[config.mk]
export PLATFORM = sky130hd
export DESIGN_NAME = clkdiv_prog_flat
export DESIGN_NICKNAME = d
export VERILOG_FILES = /design/src/rtl/clkdiv_pkg.sv /design/src/rtl/clkdiv_if.sv /design/src/rtl/clkdiv_shadow.sv /design/src/rtl/clkdiv_prog.sv /design/src/flat_wrapper.sv
export SDC_FILE = /design/constraint.sdc
export NUM_CORES = 1
export LEC_CHECK = 0
export CAP_MARGIN = 20
export CORE_AREA = 2 2 84 86
export DETAILED_ROUTE_END_ITERATION = 8
export DIE_AREA = 0 0 86 88
export DONT_BUFFER_PORTS = 1
export PLACE_DENSITY = 0.77
export SYNTH_ARGS = -nofsm -noshare
export SYNTH_HDL_FRONTEND = slang
export SYNTH_SLANG_ARGS = --single-unit
[constraint.sdc]
create_clock -name clk -period 18.6 [get_ports clk]
set_input_delay 0.93 -clock clk [delete_from_list [all_inputs] [get_ports clk]]
set_output_delay 0.93 -clock clk [all_outputs]
set_load 0.03 [all_outputs]
[src/rtl/clkdiv_pkg.sv]
// Shared types and helpers for the programmable clock divider.
// The helpers work on 32-bit values, so any WIDTH up to 32 can use them.
package clkdiv_pkg;

  typedef enum logic [0:0] {
    IDLE = 1'b0,
    RUN  = 1'b1
  } state_t;

  localparam logic [31:0] DIV_MIN = 32'd2;

  function automatic logic [31:0] clamp_div(input logic [31:0] div);
    return (div < DIV_MIN) ? DIV_MIN : div;
  endfunction

  // Number of high cycles per period; always at least one high and one low cycle.
  function automatic logic [31:0] high_time(input logic [31:0] div, input logic [31:0] hi);
    if (hi == 32'd0)
      return 32'd1;
    if (hi > div - 32'd1)
      return div - 32'd1;
    return hi;
  endfunction

endpackage

[src/rtl/clkdiv_if.sv]
// Control/status bundle of the programmable clock divider.
// Defining CLKDIV_DUTY_EN adds the hi_i high-time input.
interface clkdiv_if #(
  parameter int WIDTH = 16
);

  logic             en;
  logic [WIDTH-1:0] div_i;
  logic             div_load;
`ifdef CLKDIV_DUTY_EN
  logic [WIDTH-1:0] hi_i;
`endif
  logic             dclk;
  logic             tick;
  logic             running;
  logic [WIDTH-1:0] div_cur;

`ifdef CLKDIV_DUTY_EN
  modport master (output en, div_i, div_load, hi_i, input dclk, tick, running, div_cur);
  modport slave  (input en, div_i, div_load, hi_i, output dclk, tick, running, div_cur);
`else
  modport master (output en, div_i, div_load, input dclk, tick, running, div_cur);
  modport slave  (input en, div_i, div_load, output dclk, tick, running, div_cur);
`endif

endinterface

[src/rtl/clkdiv_shadow.sv]
// Pending divisor (and high time, with CLKDIV_DUTY_EN) for the next period.
// The selected value bypasses the register when a load lands on the boundary cycle.
module clkdiv_shadow
  import clkdiv_pkg::*;
#(
  parameter int WIDTH       = 16,
  parameter int DEFAULT_DIV = 4
) (
  input  logic             clk,
  input  logic             clr,
  input  logic             load,
  input  logic [WIDTH-1:0] div_new,
`ifdef CLKDIV_DUTY_EN
  input  logic [WIDTH-1:0] hi_new,
  output logic [WIDTH-1:0] hi_sel,
`endif
  output logic [WIDTH-1:0] div_sel
);

  localparam logic [WIDTH-1:0] DIV_RST = WIDTH'(DEFAULT_DIV);

  logic [WIDTH-1:0] div_pend;
  logic [WIDTH-1:0] div_clamped;

  assign div_clamped = WIDTH'(clamp_div(32'(div_new)));

  always_ff @(posedge clk) begin
    if (clr)
      div_pend <= DIV_RST;
    else if (load)
      div_pend <= div_clamped;
  end

  assign div_sel = load ? div_clamped : div_pend;

`ifdef CLKDIV_DUTY_EN
  localparam logic [WIDTH-1:0] HI_RST = WIDTH'(DEFAULT_DIV / 2);

  logic [WIDTH-1:0] hi_pend;

  // High time is clamped against the divisor only when it is used.
  always_ff @(posedge clk) begin
    if (clr)
      hi_pend <= HI_RST;
    else if (load)
      hi_pend <= hi_new;
  end

  assign hi_sel = load ? hi_new : hi_pend;
`endif

endmodule

[src/rtl/clkdiv_prog.sv]
// Runtime-programmable clock divider producing a registered dclk and a tick enable.
// Optional macro CLKDIV_DUTY_EN adds a programmable high time (hi_i).
module clkdiv_prog
  import clkdiv_pkg::*;
#(
  parameter int WIDTH       = 16,
  parameter int DEFAULT_DIV = 4
) (
  input  logic     clk,
  input  logic     clr,
  clkdiv_if.slave  bus
);

  localparam logic [WIDTH-1:0] DIV_RST = WIDTH'(DEFAULT_DIV);

  state_t           state;
  state_t           state_nx;
  logic [WIDTH-1:0] cnt;
  logic [WIDTH-1:0] cnt_nx;
  logic [WIDTH-1:0] div_cur;
  logic [WIDTH-1:0] div_nx;
  logic [WIDTH-1:0] div_sel;
  logic [WIDTH-1:0] high;
  logic             dclk;
  logic             dclk_nx;
  logic             tick;
  logic             tick_nx;
  logic             running;
  logic             wrap;

`ifdef CLKDIV_DUTY_EN
  localparam logic [WIDTH-1:0] HI_RST = WIDTH'(DEFAULT_DIV / 2);

  logic [WIDTH-1:0] hi_cur;
  logic [WIDTH-1:0] hi_nx;
  logic [WIDTH-1:0] hi_sel;
`endif

  clkdiv_shadow #(
    .WIDTH       (WIDTH),
    .DEFAULT_DIV (DEFAULT_DIV)
  ) shadow (
    .clk     (clk),
    .clr     (clr),
    .load    (bus.div_load),
    .div_new (bus.div_i),
`ifdef CLKDIV_DUTY_EN
    .hi_new  (bus.hi_i),
    .hi_sel  (hi_sel),
`endif
    .div_sel (div_sel)
  );

  assign wrap = (cnt == div_cur - WIDTH'(1));

  always_comb begin
    state_nx = state;
    cnt_nx   = cnt;
    div_nx   = div_cur;
    tick_nx  = 1'b0;
`ifdef CLKDIV_DUTY_EN
    hi_nx    = hi_cur;
`endif
    case (state)
      IDLE: begin
        cnt_nx = '0;
        if (bus.en) begin
          state_nx = RUN;
          div_nx   = div_sel;
          tick_nx  = 1'b1;
`ifdef CLKDIV_DUTY_EN
          hi_nx    = hi_sel;
`endif
        end
      end
      RUN: begin
        if (wrap) begin
          cnt_nx = '0;
          if (bus.en) begin
            div_nx  = div_sel;
            tick_nx = 1'b1;
`ifdef CLKDIV_DUTY_EN
            hi_nx   = hi_sel;
`endif
          end else begin
            state_nx = IDLE;
          end
        end else begin
          cnt_nx = cnt + WIDTH'(1);
        end
      end
      default: begin
        state_nx = IDLE;
        cnt_nx   = '0;
      end
    endcase
  end

  // dclk is computed from the next counter/divisor so the output register is glitch-free.
`ifdef CLKDIV_DUTY_EN
  assign high = WIDTH'(high_time(32'(div_nx), 32'(hi_nx)));
`else
  assign high = WIDTH'(high_time(32'(div_nx), 32'(div_nx >> 1)));
`endif

  assign dclk_nx = (state_nx == RUN) && (cnt_nx < high);

  always_ff @(posedge clk) begin
    if (clr) begin
      state   <= IDLE;
      cnt     <= '0;
      div_cur <= DIV_RST;
      dclk    <= 1'b0;
      tick    <= 1'b0;
      running <= 1'b0;
`ifdef CLKDIV_DUTY_EN
      hi_cur  <= HI_RST;
`endif
    end else begin
      state   <= state_nx;
      cnt     <= cnt_nx;
      div_cur <= div_nx;
      dclk    <= dclk_nx;
      tick    <= tick_nx;
      running <= (state_nx == RUN);
`ifdef CLKDIV_DUTY_EN
      hi_cur  <= hi_nx;
`endif
    end
  end

  assign bus.dclk    = dclk;
  assign bus.tick    = tick;
  assign bus.running = running;
  assign bus.div_cur = div_cur;

endmodule

[src/flat_wrapper.sv]
// flat-port wrapper written by rule: the top's interface ports become plain ports
module clkdiv_prog_flat import clkdiv_pkg::*;
#(
  parameter int WIDTH       = 16,
  parameter int DEFAULT_DIV = 4
)
  (clk, clr, bus_en, bus_div_i, bus_div_load, bus_dclk, bus_tick, bus_running, bus_div_cur);
  clkdiv_if #(.WIDTH(WIDTH)) bus_i ();
  input  logic clk;
  input  logic clr;
  input wire logic [$bits(bus_i.en)-1:0] bus_en;
  input wire logic [$bits(bus_i.div_i)-1:0] bus_div_i;
  input wire logic [$bits(bus_i.div_load)-1:0] bus_div_load;
  output wire logic [$bits(bus_i.dclk)-1:0] bus_dclk;
  output wire logic [$bits(bus_i.tick)-1:0] bus_tick;
  output wire logic [$bits(bus_i.running)-1:0] bus_running;
  output wire logic [$bits(bus_i.div_cur)-1:0] bus_div_cur;
  assign bus_i.en = bus_en;
  assign bus_i.div_i = bus_div_i;
  assign bus_i.div_load = bus_div_load;
  assign bus_dclk = bus_i.dclk;
  assign bus_tick = bus_i.tick;
  assign bus_running = bus_i.running;
  assign bus_div_cur = bus_i.div_cur;
  clkdiv_prog #(.WIDTH(WIDTH), .DEFAULT_DIV(DEFAULT_DIV)) u_core (.clk(clk), .clr(clr), .bus(bus_i));
endmodule
==> flow_metrics.py, run 1 <==
metrics = {
    "route": {
        "vias": 3670,
        "viasPerCell": 6.37,
        "drc": 0,
        "drtAntennaViolNets": 0,
        "drt-initial-drc-count": 262,
        "first_pass_iters": 4,
        "wire_per_inst_um": 19.1,
        "wl_um": 11000,
    },
    "logic_synthesis": {
        "syn_area_um2": 4250,
        "synth_nets": 564,
        "synth_top_area_share_pct": 24.0,
        "synthArstFlopShare_pct": 0,
        "ys_dominant_reg_cell": "dfxtp_1",
        "synth_warnings": 0,
        "syn_area_per_cell_um2": 8.30,
        "syn_inst": 512,
        "synth_cell_types": 65,
        "synth_area_leader_cell": "dfxtp_1",
        "synth_edf_count": 0,
        "ys_ff_latch": 51,
        "synth_area_leaders": "dfxtp_1 24%, ha_1 9.4%, mux2_2 7.2%",
        "synth_seq_area_share_pct": 24.0,
    },
    "power": {
        "switchingPower_uw": 109,
        "pwr-share-comb_pct": 33.8,
        "leakage_nw": 1.83,
        "pwr-share-clk_pct": 25.0,
        "p_int_uw": 198,
        "power.density_nw_per_um2": 70.1,
        "ir_drop_mv": 0.0330,
        "power.total_uw": 306,
        "swShare_pct": 35.5,
        "pwr-share-seq_pct": 41.2,
    },
    "layout": {
        "drive_above_1_share_pct": 11.3,
        "diodes": 0,
        "nets": 548,
        "final_util_pct": 65.8,
        "layout_commonest_cell": "nor2_1",
        "finalNonFillerCells": 576,
        "fin_area_um2": 4370,
        "area_growth_pct": 2.92,
        "mostFrequentLayoutCells": "60 x nor2_1, 51 x dfxtp_1, 34 x nor3_1",
    },
    "global_route": {
        "grt_remaining_overflow": 0,
        "grt_max_degree": 52,
        "globalRouteTotalUtil_pct": 29.9,
        "grt_pass1_vias": 3575,
        "grt_first_pass_wirelength_um": 17500,
        "antenna_found_initial": 0,
    },
    "placement": {
        "postPlaceCellArea_um2": 4270,
        "routabilityCongestion": 0.961,
        "dp_slack_ps": 9350,
        "hpwl_um": 8540,
        "post-place-cells": 569,
        "portBuffers": 0,
    },
    "clocking": {
        "cts_tree": "yes",
        "cts.clk_slew.worst_paths_ps": 100,
        "cts_num_sinks": 51,
        "cts_root_buf": "clkbuf_8",
        "clockBufferDepth": 2,
        "cts_max_level": 2,
        "cts_hold_buf": 0,
        "insertion_delay_ps": 310,
        "cts_made_buffers": 5,
        "postCtsResizedCells": 0,
        "postCtsSetupRepairBufs": 0,
    },
    "sta": {
        "layout_setup_ws_ps": 9180,
        "maxSlewHeadroom_pct": 48.2,
        "fmax_ghz": 0.106,
        "fin_hold_ws_ps": 556,
        "finalClockSkew_ps": 10.1,
        "drv_slew": 0,
        "setup_tns_ps": 0,
        "setup_viol": 0,
        "min_period_over_period_pct": 50.6,
        "period_minus_slack_ps": 9420,
        "grt_setup_unrepaired": "no",
        "hold_violations": 0,
        "worst_pin_slew_ps": 777,
    },
    "worst_setup_path": {
        "timing.critical_path.from": "u_core.bus.div_cur[0]$_SDFF_PP0_",
        "crit_type": "flip-flop to flip-flop",
        "cpMaxStageDelayCell": "or3b_2",
        "max_stage_delay_ps": 580,
        "endpoint_kind": "flip-flop",
        "path_buf_inv": 2,
        "cp-start-kind": "flip-flop",
        "crit_arrival_ps": 9640,
        "path_depth": 31,
        "r2r_slack_ps": 9180,
        "worstRegToRegCells": 31,
        "crit_fanout": 41,
        "regToRegStartpoint": "u_core.bus.div_cur[0]$_SDFF_PP0_",
        "cp.required_ps": 18830,
        "setup.worst_path.end": "u_core.bus.dclk$_SDFF_PP0_",
        "cp_top_family": "compound AO/OA/AOI/OAI gates",
        "crit_top_cell": "ha_1",
        "r2r_end": "u_core.bus.dclk$_SDFF_PP0_",
    },
    "floorplan": {
        "fp.dieArea_um2": 7570,
        "rows": 30,
        "fp.dieH_um": 88,
        "start_util_pct": 64.0,
        "die_w_um": 86,
        "io_pins": 39,
        "fp.coreArea_um2": 6640,
    },
    "run_status": {
        "status": "finished clean",
    },
    "run": {
        "maxCapViolations": 0,
    },
    "worst_hold_path": {
        "hold_class": "flip-flop to flip-flop",
    },
}
how the worst min path moves through the flow:
stage	start	end	slack (ps)	depth (start not counted)
floorplan	u_core.shadow.div_pend[13]$_SDFF_PP0_	u_core.shadow.div_pend[13]$_SDFF_PP0_	490	2
global placement	u_core.shadow.div_pend[15]$_SDFF_PP0_	u_core.shadow.div_pend[15]$_SDFF_PP0_	520	2
detailed placement	u_core.shadow.div_pend[15]$_SDFF_PP0_	u_core.shadow.div_pend[15]$_SDFF_PP0_	530	2
CTS	u_core.shadow.div_pend[15]$_SDFF_PP0_	u_core.shadow.div_pend[15]$_SDFF_PP0_	560	2
global route	u_core.cnt[0]$_SDFF_PP0_	u_core.cnt[0]$_SDFF_PP0_	610	1
finish	u_core.shadow.div_pend[15]$_SDFF_PP0_	u_core.shadow.div_pend[15]$_SDFF_PP0_	560	2
routing by layer:
| layer | wire length, um | up-vias | global-route usage [%] |
|---|---|---|---|
| li1 | - | 1801 | - |
| met1 | 4880 | 1719 | 38.2 |
| met2 | 5220 | 126 | 51.2 |
| met3 | 606 | 24 | 4.62 |
| met4 | 310 | 0 | 10.4 |
| met5 | 0 | - | 0 |
sequential cells by signal, summed over array words and instances (netlist names):
register and flops:
u_core.bus.dclk 1, u_core.bus.div_cur 16, u_core.bus.tick 1, u_core.cnt 16
u_core.shadow.div_pend 16, u_core.state 1
worst reg2reg max path: cells and delay by family, from the launching register on:
kind | cells | cell delay (ps)
AO/OA/AOI/OAI | 15 | 4290
AND/OR/NAND/NOR | 8 | 2230
adder cells (fa/ha/maj) | 4 | 1100
multiplexers | 2 | 780
flip-flops | 1 | 480
buffers and inverters | 2 | 440
logic make-up (layout without fill, tap and decap cells):
logic type	count (synthesis)	after routing	synth area share [%]
buffers and inverters	51	35	5.12
and+or+nand+nor	206	206	25.4
muxes	55	55	14.7
other	1	1	0.0883
DFF	51	51	24.0
adders and majority gates	32	32	9.42
xor gates and xnor gates	44	44	9.25
AOI/OAI and AO/OA	72	72	12.0
synthesized netlist by cell type, types with 2 or more instances:
cell type,n
nor2_1,60
dfxtp_1,51
nor3_1,34
ha_1,32
xnor2_1,28
mux2_2,27
inv_1,24
mux2i_1,21
clkbuf_1,19
nand2_1,19
nor2b_1,19
nand3_1,16
a21oi_1,15
xor2_1,15
o21ai_0,10
nand4_1,9
a21o_1,7
and3_1,7
nor4_1,7
nand2b_1,6
or4_1,6
or3_1,5
a211oi_1,4
mux2i_2,4
nor3b_1,4
o22ai_1,4
o31ai_1,4
a2111oi_0,3
buf_2,3
buf_6,3
o21a_1,3
or2_2,3
a22oi_1,2
a31oi_1,2
and4_1,2
buf_1,2
mux2i_4,2
nor4b_1,2
o32ai_1,2
power by group through the flow:
stage | clock network, mW | logic, mW | registers (mW)
6_report | 0.0767 | 0.103 | 0.126
5_1_grt | 0.0820 | 0.113 | 0.127
4_1_cts | 0.0780 | 0.102 | 0.126
3_5_place_dp | 0 | 0.101 | 0.129
3_3_place_gp | 0 | 0.0987 | 0.129
2_1_floorplan | 0 | 0.0830 | 0.125
area by class of cell:
cell class	instances	area, um^2
Clock inverter	2	37.5
Inverter	24	90.1
Clock buffer	5	68.8
Multi-Input combinational cell	410	3030
Sequential cell	51	1020
Tap cell	80	100
Timing Repair Buffer	4	30.0
Fill cell	562	2270
No activity file was read; power rests on OpenSTA's default activity.
==> inputs of run 2 (changes only) <==
--- a/config.mk
+++ b/config.mk
@@ -5,12 +5,13 @@
 export SDC_FILE = /design/constraint.sdc
 export NUM_CORES = 1
 export LEC_CHECK = 0
+export ABC_AREA = 1
 export CAP_MARGIN = 20
-export CORE_AREA = 2 2 84 86
+export CORE_AREA = 2 2 91 93
 export DETAILED_ROUTE_END_ITERATION = 8
-export DIE_AREA = 0 0 86 88
+export DIE_AREA = 0 0 93 95
 export DONT_BUFFER_PORTS = 1
-export PLACE_DENSITY = 0.77
+export PLACE_DENSITY = 0.74
 export SYNTH_ARGS = -nofsm -noshare
 export SYNTH_HDL_FRONTEND = slang
 export SYNTH_SLANG_ARGS = --single-unit
==> constraint.sdc (replaced) <==
create_clock -name clk -period 7.7 [get_ports clk]
set_input_delay 0.385 -clock clk [delete_from_list [all_inputs] [get_ports clk]]
set_output_delay 0.385 -clock clk [all_outputs]
set_load 0.03 [all_outputs]
==> run 2 against run 1 <==
Effect of this change: synthesized area up 7.5%; highest routed layer unchanged; critical path depth rose by 7; largest cell class unchanged; core utilization decreased by 6.7 points; total power increased to 2.6 times the previous value; routed wire length is 8.0% higher; clock power up 110%; largest power group is now combinational logic; worst setup slack lost 8100 ps.
==> flow_metrics.py, run 2 <==
metrics = {
    "sta": {
        "finalClockSkew_ps": 6.76,
        "period_minus_slack_ps": 6580,
        "fmax_ghz": 0.152,
        "setup_viol": 0,
        "setup_tns_ps": 0,
        "min_period_over_period_pct": 85.5,
        "worst_pin_slew_ps": 699,
        "drv_slew": 0,
        "maxSlewHeadroom_pct": 53.4,
        "grt_setup_unrepaired": "no",
        "hold_violations": 0,
    },
    "power": {
        "pwr-share-clk_pct": 20.6,
        "power.density_nw_per_um2": 167,
        "leakage_nw": 2.22,
        "p_int_uw": 448,
        "swShare_pct": 42.7,
        "pwr-share-comb_pct": 41.6,
        "switchingPower_uw": 334,
        "pwr-share-seq_pct": 37.8,
        "ir_drop_mv": 0.0923,
    },
    "worst_setup_path": {
        "crit_top_cell": "nand2_1",
        "crit_fanout": 28,
        "cp-start-kind": "flip-flop",
        "cpMaxStageDelayCell": "dfxtp_1",
        "cp.required_ps": 7960,
        "crit_arrival_ps": 6840,
        "max_stage_delay_ps": 620,
        "crit_type": "flip-flop to flip-flop",
        "endpoint_kind": "flip-flop",
    },
    "logic_synthesis": {
        "syn_inst": 723,
        "synth_area_leaders": "dfxtp_1 22%, nand2_1 19%, ha_1 8.8%",
        "synth_top_family_by_area": "simple AND/OR/NAND/NOR gates",
        "synthSimpleGateAreaFrac_pct": 44.3,
        "synth_compound_area_share_pct": 9.12,
        "synth_edf_count": 0,
        "synthArstFlopShare_pct": 0,
        "ys_dominant_reg_cell": "dfxtp_1",
        "synth-xor-area-share_pct": 6.68,
        "syn_area_per_cell_um2": 6.32,
        "synth_fa_ha_area_share_pct": 8.76,
        "synth_top_area_share_pct": 22.4,
        "syn_area_um2": 4570,
        "synth_common_cells": "230 x nand2_1, 69 x nor2_1, 55 x inv_1",
        "ys_ff_latch": 51,
        "synth_warnings": 0,
        "synth_seq_area_share_pct": 22.4,
        "synth.most_common_cell": "nand2_1",
        "synthMuxAreaShare_pct": 0.219,
        "synth_area_leader_cell": "dfxtp_1",
        "synth_cell_types": 47,
        "synth_nets": 775,
    },
    "layout": {
        "mostFrequentLayoutCells": "230 x nand2_1, 69 x nor2_1, 55 x inv_1",
        "nets": 757,
        "fin_area_um2": 4690,
        "area_growth_pct": 2.63,
        "seqCellArea_um2": 1020,
        "multi_input_area_um2": 3160,
        "drive_above_1_share_pct": 9.77,
        "num-fill-cells": 790,
        "reg.largest.list": "u_core.bus.div_cur: 16 flops, u_core.cnt: 16 flops, u_core.shadow.div_pend: 16 flops",
        "diodes": 0,
        "layout_commonest_cell": "nand2_1",
    },
    "placement": {
        "portBuffers": 0,
        "hpwl_um": 9350,
        "routabilityCongestion": 0.906,
        "postPlaceCellArea_um2": 4580,
    },
    "route": {
        "drtAntennaViolNets": 0,
        "drc": 0,
        "wire_per_inst_um": 14.7,
        "first_pass_iters": 5,
        "viasPerCell": 5.50,
        "drt-initial-drc-count": 201,
        "vias": 4458,
        "wl_um": 11900,
    },
    "floorplan": {
        "fp.coreArea_um2": 7930,
        "io_pins": 39,
        "rows": 33,
        "fp.dieArea_um2": 8840,
        "start_util_pct": 57.6,
        "die_w_um": 93,
        "fp.dieH_um": 95,
    },
    "clocking": {
        "postCtsSetupRepairBufs": 0,
        "cts_max_level": 2,
        "cts_tree": "yes",
        "cts_made_buffers": 5,
        "cts_hold_buf": 0,
        "cts_num_sinks": 51,
        "insertion_delay_ps": 310,
        "postCtsResizedCells": 0,
        "cts.clk_slew.worst_paths_ps": 100,
        "clockBufferDepth": 2,
        "cts_root_buf": "clkbuf_8",
    },
    "global_route": {
        "globalRouteTotalUtil_pct": 27.3,
        "grt_first_pass_wirelength_um": 19200,
        "grt_remaining_overflow": 0,
        "antenna_found_initial": 0,
        "grt_pass1_vias": 4113,
        "grt_max_degree": 50,
    },
    "worst_hold_path": {
        "hold_class": "primary input to flip-flop",
    },
    "run": {
        "maxCapViolations": 0,
    },
    "run_status": {
        "status": "finished clean",
    },
}
run 2: path summary, 6_finish.rpt:
kind                                        startpoint                                    to  slack (ps)  cells past startpoint
setup / recovery      u_core.bus.div_cur[0]$_SDFF_PP0_            u_core.bus.dclk$_SDFF_PP0_        1120                     38
hold / removal                                     clr              u_core.cnt[0]$_SDFF_PP0_         140                      1
setup reg to reg      u_core.bus.div_cur[0]$_SDFF_PP0_            u_core.bus.dclk$_SDFF_PP0_        1120                     38
hold reg to reg   u_core.shadow.div_pend[5]$_SDFF_PP0_  u_core.shadow.div_pend[5]$_SDFF_PP0_         470                      2
run 2: area by class of cell:
type | instances | share of cell area [%]
clock buffers | 5 | 1.47
clock inverters | 3 | 0.480
inverters | 69 | 5.52
multi-input cells | 576 | 67.4
flip-flops and latches | 51 | 21.8
well taps | 105 | 2.80
repair buffers | 2 | 0.587
run 2: metrics by stage:
| step | util (%) | std cells | hold slack, ps | total power, mW | setup slack (ps) |
|---|---|---|---|---|---|
| after CTS | 58.9 | 810 | 125 | 0.785 | 1140 |
| after detailed placement | 57.7 | 802 | 454 | 0.622 | 1170 |
| final | 59.1 | 811 | 142 | 0.782 | 1120 |
| after floorplan | - | 723 | 424 | 0.566 | 2080 |
| after global placement | 57.7 | 802 | 438 | 0.611 | 1540 |
| after global routing | 59.1 | 811 | 120 | 0.842 | 347 |
run 2: cells by family (layout without fill, tap and decap cells):
| logic type | count (synthesis) | count (layout) |
|---|---|---|
| other cells | 1 | 1 |
| fa+ha+maj | 32 | 32 |
| xor+xnor | 34 | 34 |
| simple gates | 433 | 433 |
| buf+inv | 96 | 79 |
| mux | 1 | 1 |
| compound gates | 75 | 75 |
| flops | 51 | 51 |
run 2: power groups by stage:
| stage | Sequential (mW) | Clock [mW] | Combinational, mW |
|---|---|---|---|
| after floorplan | 0.298 | 0 | 0.268 |
| after global placement | 0.302 | 0 | 0.309 |
| after detailed placement | 0.302 | 0 | 0.320 |
| after CTS | 0.296 | 0.167 | 0.322 |
| after global routing | 0.297 | 0.174 | 0.371 |
| final | 0.296 | 0.161 | 0.325 |
run 2: routing by layer:
metal / part of all wire, % / GRT usage [%] / up-vias / wire length (um)
li1: - / - / 2309 / -
met1: 46 / 34.4 / 2009 / 5430
met2: 48 / 49.1 / 125 / 5740
met3: 4.7 / 2.63 / 15 / 558
met4: 1.5 / 9.07 / 0 / 178
met5: 0 / 0 / - / 0
run 2: critical path: cells and delay by family, from the launching register on:
family	cells	cell delay (ps)
AND/OR/NAND/NOR	20	2730
AO/OA/AOI/OAI	11	1730
adder cells (fa/ha/maj)	4	950
flip-flops	1	620
buffers and inverters	3	490
==> inputs of run 3 (changes only) <==
--- a/config.mk
+++ b/config.mk
@@ -12,6 +12,7 @@
 export DIE_AREA = 0 0 93 95
 export DONT_BUFFER_PORTS = 1
 export PLACE_DENSITY = 0.74
+export REMOVE_ABC_BUFFERS = 1
 export SYNTH_ARGS = -nofsm -noshare
 export SYNTH_HDL_FRONTEND = slang
 export SYNTH_SLANG_ARGS = --single-unit
==> run 3 against run 2 <==
Effect of this change: sequential share of layout area down 0.12 points; die area unchanged; first-iteration DRC count increased by 55%.
==> flow_metrics.py, run 3 (same netlist as run 2, synthesis figures left out) <==
metrics = {
    "layout": {
        "multi_input_area_um2": 3160,
        "drive_above_1_share_pct": 9.65,
        "mostFrequentLayoutCells": "230 x nand2_1, 69 x nor2_1, 55 x inv_1",
        "final_util_pct": 59.5,
        "diodes": 0,
        "nets": 756,
        "num-fill-cells": 782,
        "area_growth_pct": 3.18,
        "layout_commonest_cell": "nand2_1",
        "seqCellArea_um2": 1020,
        "reg.largest.list": "u_core.bus.div_cur: 16 flops, u_core.cnt: 16 flops, u_core.shadow.div_pend: 16 flops",
    },
    "sta": {
        "min_period_over_period_pct": 86.6,
        "worst_pin_slew_ps": 1020,
        "period_minus_slack_ps": 6670,
        "fmax_ghz": 0.150,
        "setup_viol": 0,
        "grt_setup_unrepaired": "no",
        "maxSlewHeadroom_pct": 31.9,
        "finalClockSkew_ps": 9.07,
        "fin_hold_ws_ps": 126,
        "setup_tns_ps": 0,
        "hold_violations": 0,
        "drv_slew": 0,
        "layout_setup_ws_ps": 1030,
    },
    "power": {
        "switchingPower_uw": 330,
        "pwr-share-clk_pct": 26.8,
        "power.density_nw_per_um2": 178,
        "ir_drop_mv": 0.0826,
        "pwr-share-comb_pct": 38.1,
        "leakage_nw": 2.23,
        "p_int_uw": 511,
        "swShare_pct": 39.2,
        "pwr-share-seq_pct": 35.1,
    },
    "clocking": {
        "cts.clk_slew.worst_paths_ps": 100,
        "postCtsSetupRepairBufs": 0,
        "clockBufferDepth": 2,
        "cts_max_level": 2,
        "insertion_delay_ps": 310,
        "cts_root_buf": "clkbuf_8",
        "cts_hold_buf": 0,
        "cts_made_buffers": 5,
        "cts_num_sinks": 51,
        "cts_tree": "yes",
        "postCtsResizedCells": 0,
    },
    "floorplan": {
        "start_util_pct": 57.6,
        "io_pins": 39,
        "fp.dieH_um": 95,
        "fp.coreArea_um2": 7930,
        "fp.dieArea_um2": 8840,
        "die_w_um": 93,
        "rows": 33,
    },
    "placement": {
        "dp_slack_ps": 1170,
        "hpwl_um": 8970,
        "portBuffers": 0,
        "routabilityCongestion": 0.921,
    },
    "worst_setup_path": {
        "cp.required_ps": 7960,
        "endpoint_kind": "flip-flop",
        "crit_fanout": 28,
        "regToRegStartpoint": "u_core.bus.div_cur[1]$_SDFF_PP0_",
        "r2r_slack_ps": 1030,
        "timing.critical_path.from": "u_core.bus.div_cur[1]$_SDFF_PP0_",
        "cpMaxStageDelayCell": "dfxtp_1",
        "crit_top_cell": "nand2_1",
        "crit_arrival_ps": 6930,
        "crit_type": "flip-flop to flip-flop",
        "cp-start-kind": "flip-flop",
        "max_stage_delay_ps": 630,
    },
    "global_route": {
        "antenna_found_initial": 0,
        "globalRouteTotalUtil_pct": 26.5,
        "grt_first_pass_wirelength_um": 18900,
        "grt_max_degree": 50,
        "grt_pass1_vias": 4099,
        "grt_remaining_overflow": 0,
    },
    "route": {
        "wl_met3_um": 635,
        "drc": 0,
        "wire_per_inst_um": 14.0,
        "drt-initial-drc-count": 312,
        "met1_length_um": 5390,
        "first_pass_iters": 6,
        "drtAntennaViolNets": 0,
        "viasPerCell": 5.48,
        "route.met2.wl_um": 5100,
        "highest_layer": "met4",
        "vias": 4440,
        "wl_um": 11400,
    },
    "run": {
        "maxCapViolations": 0,
    },
    "worst_hold_path": {
        "hold_class": "primary input to flip-flop",
        "hold_start": "clr",
    },
    "run_status": {
        "status": "finished clean",
    },
}
==> run 3: cell types whose count changed in the layout (fill, tap and decap cells not counted) <==
cell / change
buf_12: -1
bufinv_16: +2
clkinv_2: -1
clkinvlp_4: +1
inv_6: -2
==> run 3: power by group through the flow <==
stage	clock, mW	combinational [mW]	sequential (mW)
5_1_grt	0.236	0.369	0.297
3_3_place_gp	0	0.310	0.301
2_1_floorplan	0	0.252	0.301
6_report	0.225	0.321	0.295
3_5_place_dp	0	0.317	0.301
4_1_cts	0.228	0.319	0.295
==> run 3: per-layer routing <==
metal / vias to the layer above / global-route usage (%)
li1: 2301 / -
met1: 1993 / 36.2
met2: 124 / 43.7
met3: 22 / 3.51
met4: 0 / 7.97
met5: - / 0
==> run 3: critical path, delay by kind of cell (launching register included) <==
kind | cells | cell delay, ps
simple gates | 19 | 2640
compound gates | 11 | 1830
fa+ha+maj | 4 | 980
flops | 1 | 630
buf+inv | 3 | 490
==> run 3: path summary, 6_finish.rpt <==
check / endpoint / cells past startpoint
setup / recovery: u_core.bus.dclk$_SDFF_PP0_ / 37
setup reg to reg: u_core.bus.dclk$_SDFF_PP0_ / 37
hold reg to reg: u_core.shadow.div_pend[2]$_SDFF_PP1_ / 2
hold / removal: u_core.shadow.div_pend[15]$_SDFF_PP0_ / 1
==> run 3: per-stage QoR <==
step | instance area [um^2] | instances | power [mW]
after floorplan | 4440 | 696 | 0.553
after global placement | 4580 | 802 | 0.612
after detailed placement | 4580 | 802 | 0.619
after CTS | 4710 | 810 | 0.842
after global routing | 4710 | 810 | 0.901
final | 4710 | 810 | 0.841
==> run 3: cell type report <==
class / instances / area share, %
multi-input cells: 576 / 67.0
flip-flops and latches: 51 / 21.7
inverters: 69 / 5.50
well taps: 105 / 2.79
clock buffers: 5 / 1.46
clock inverters: 3 / 1.43
repair buffers: 1 / 0.159
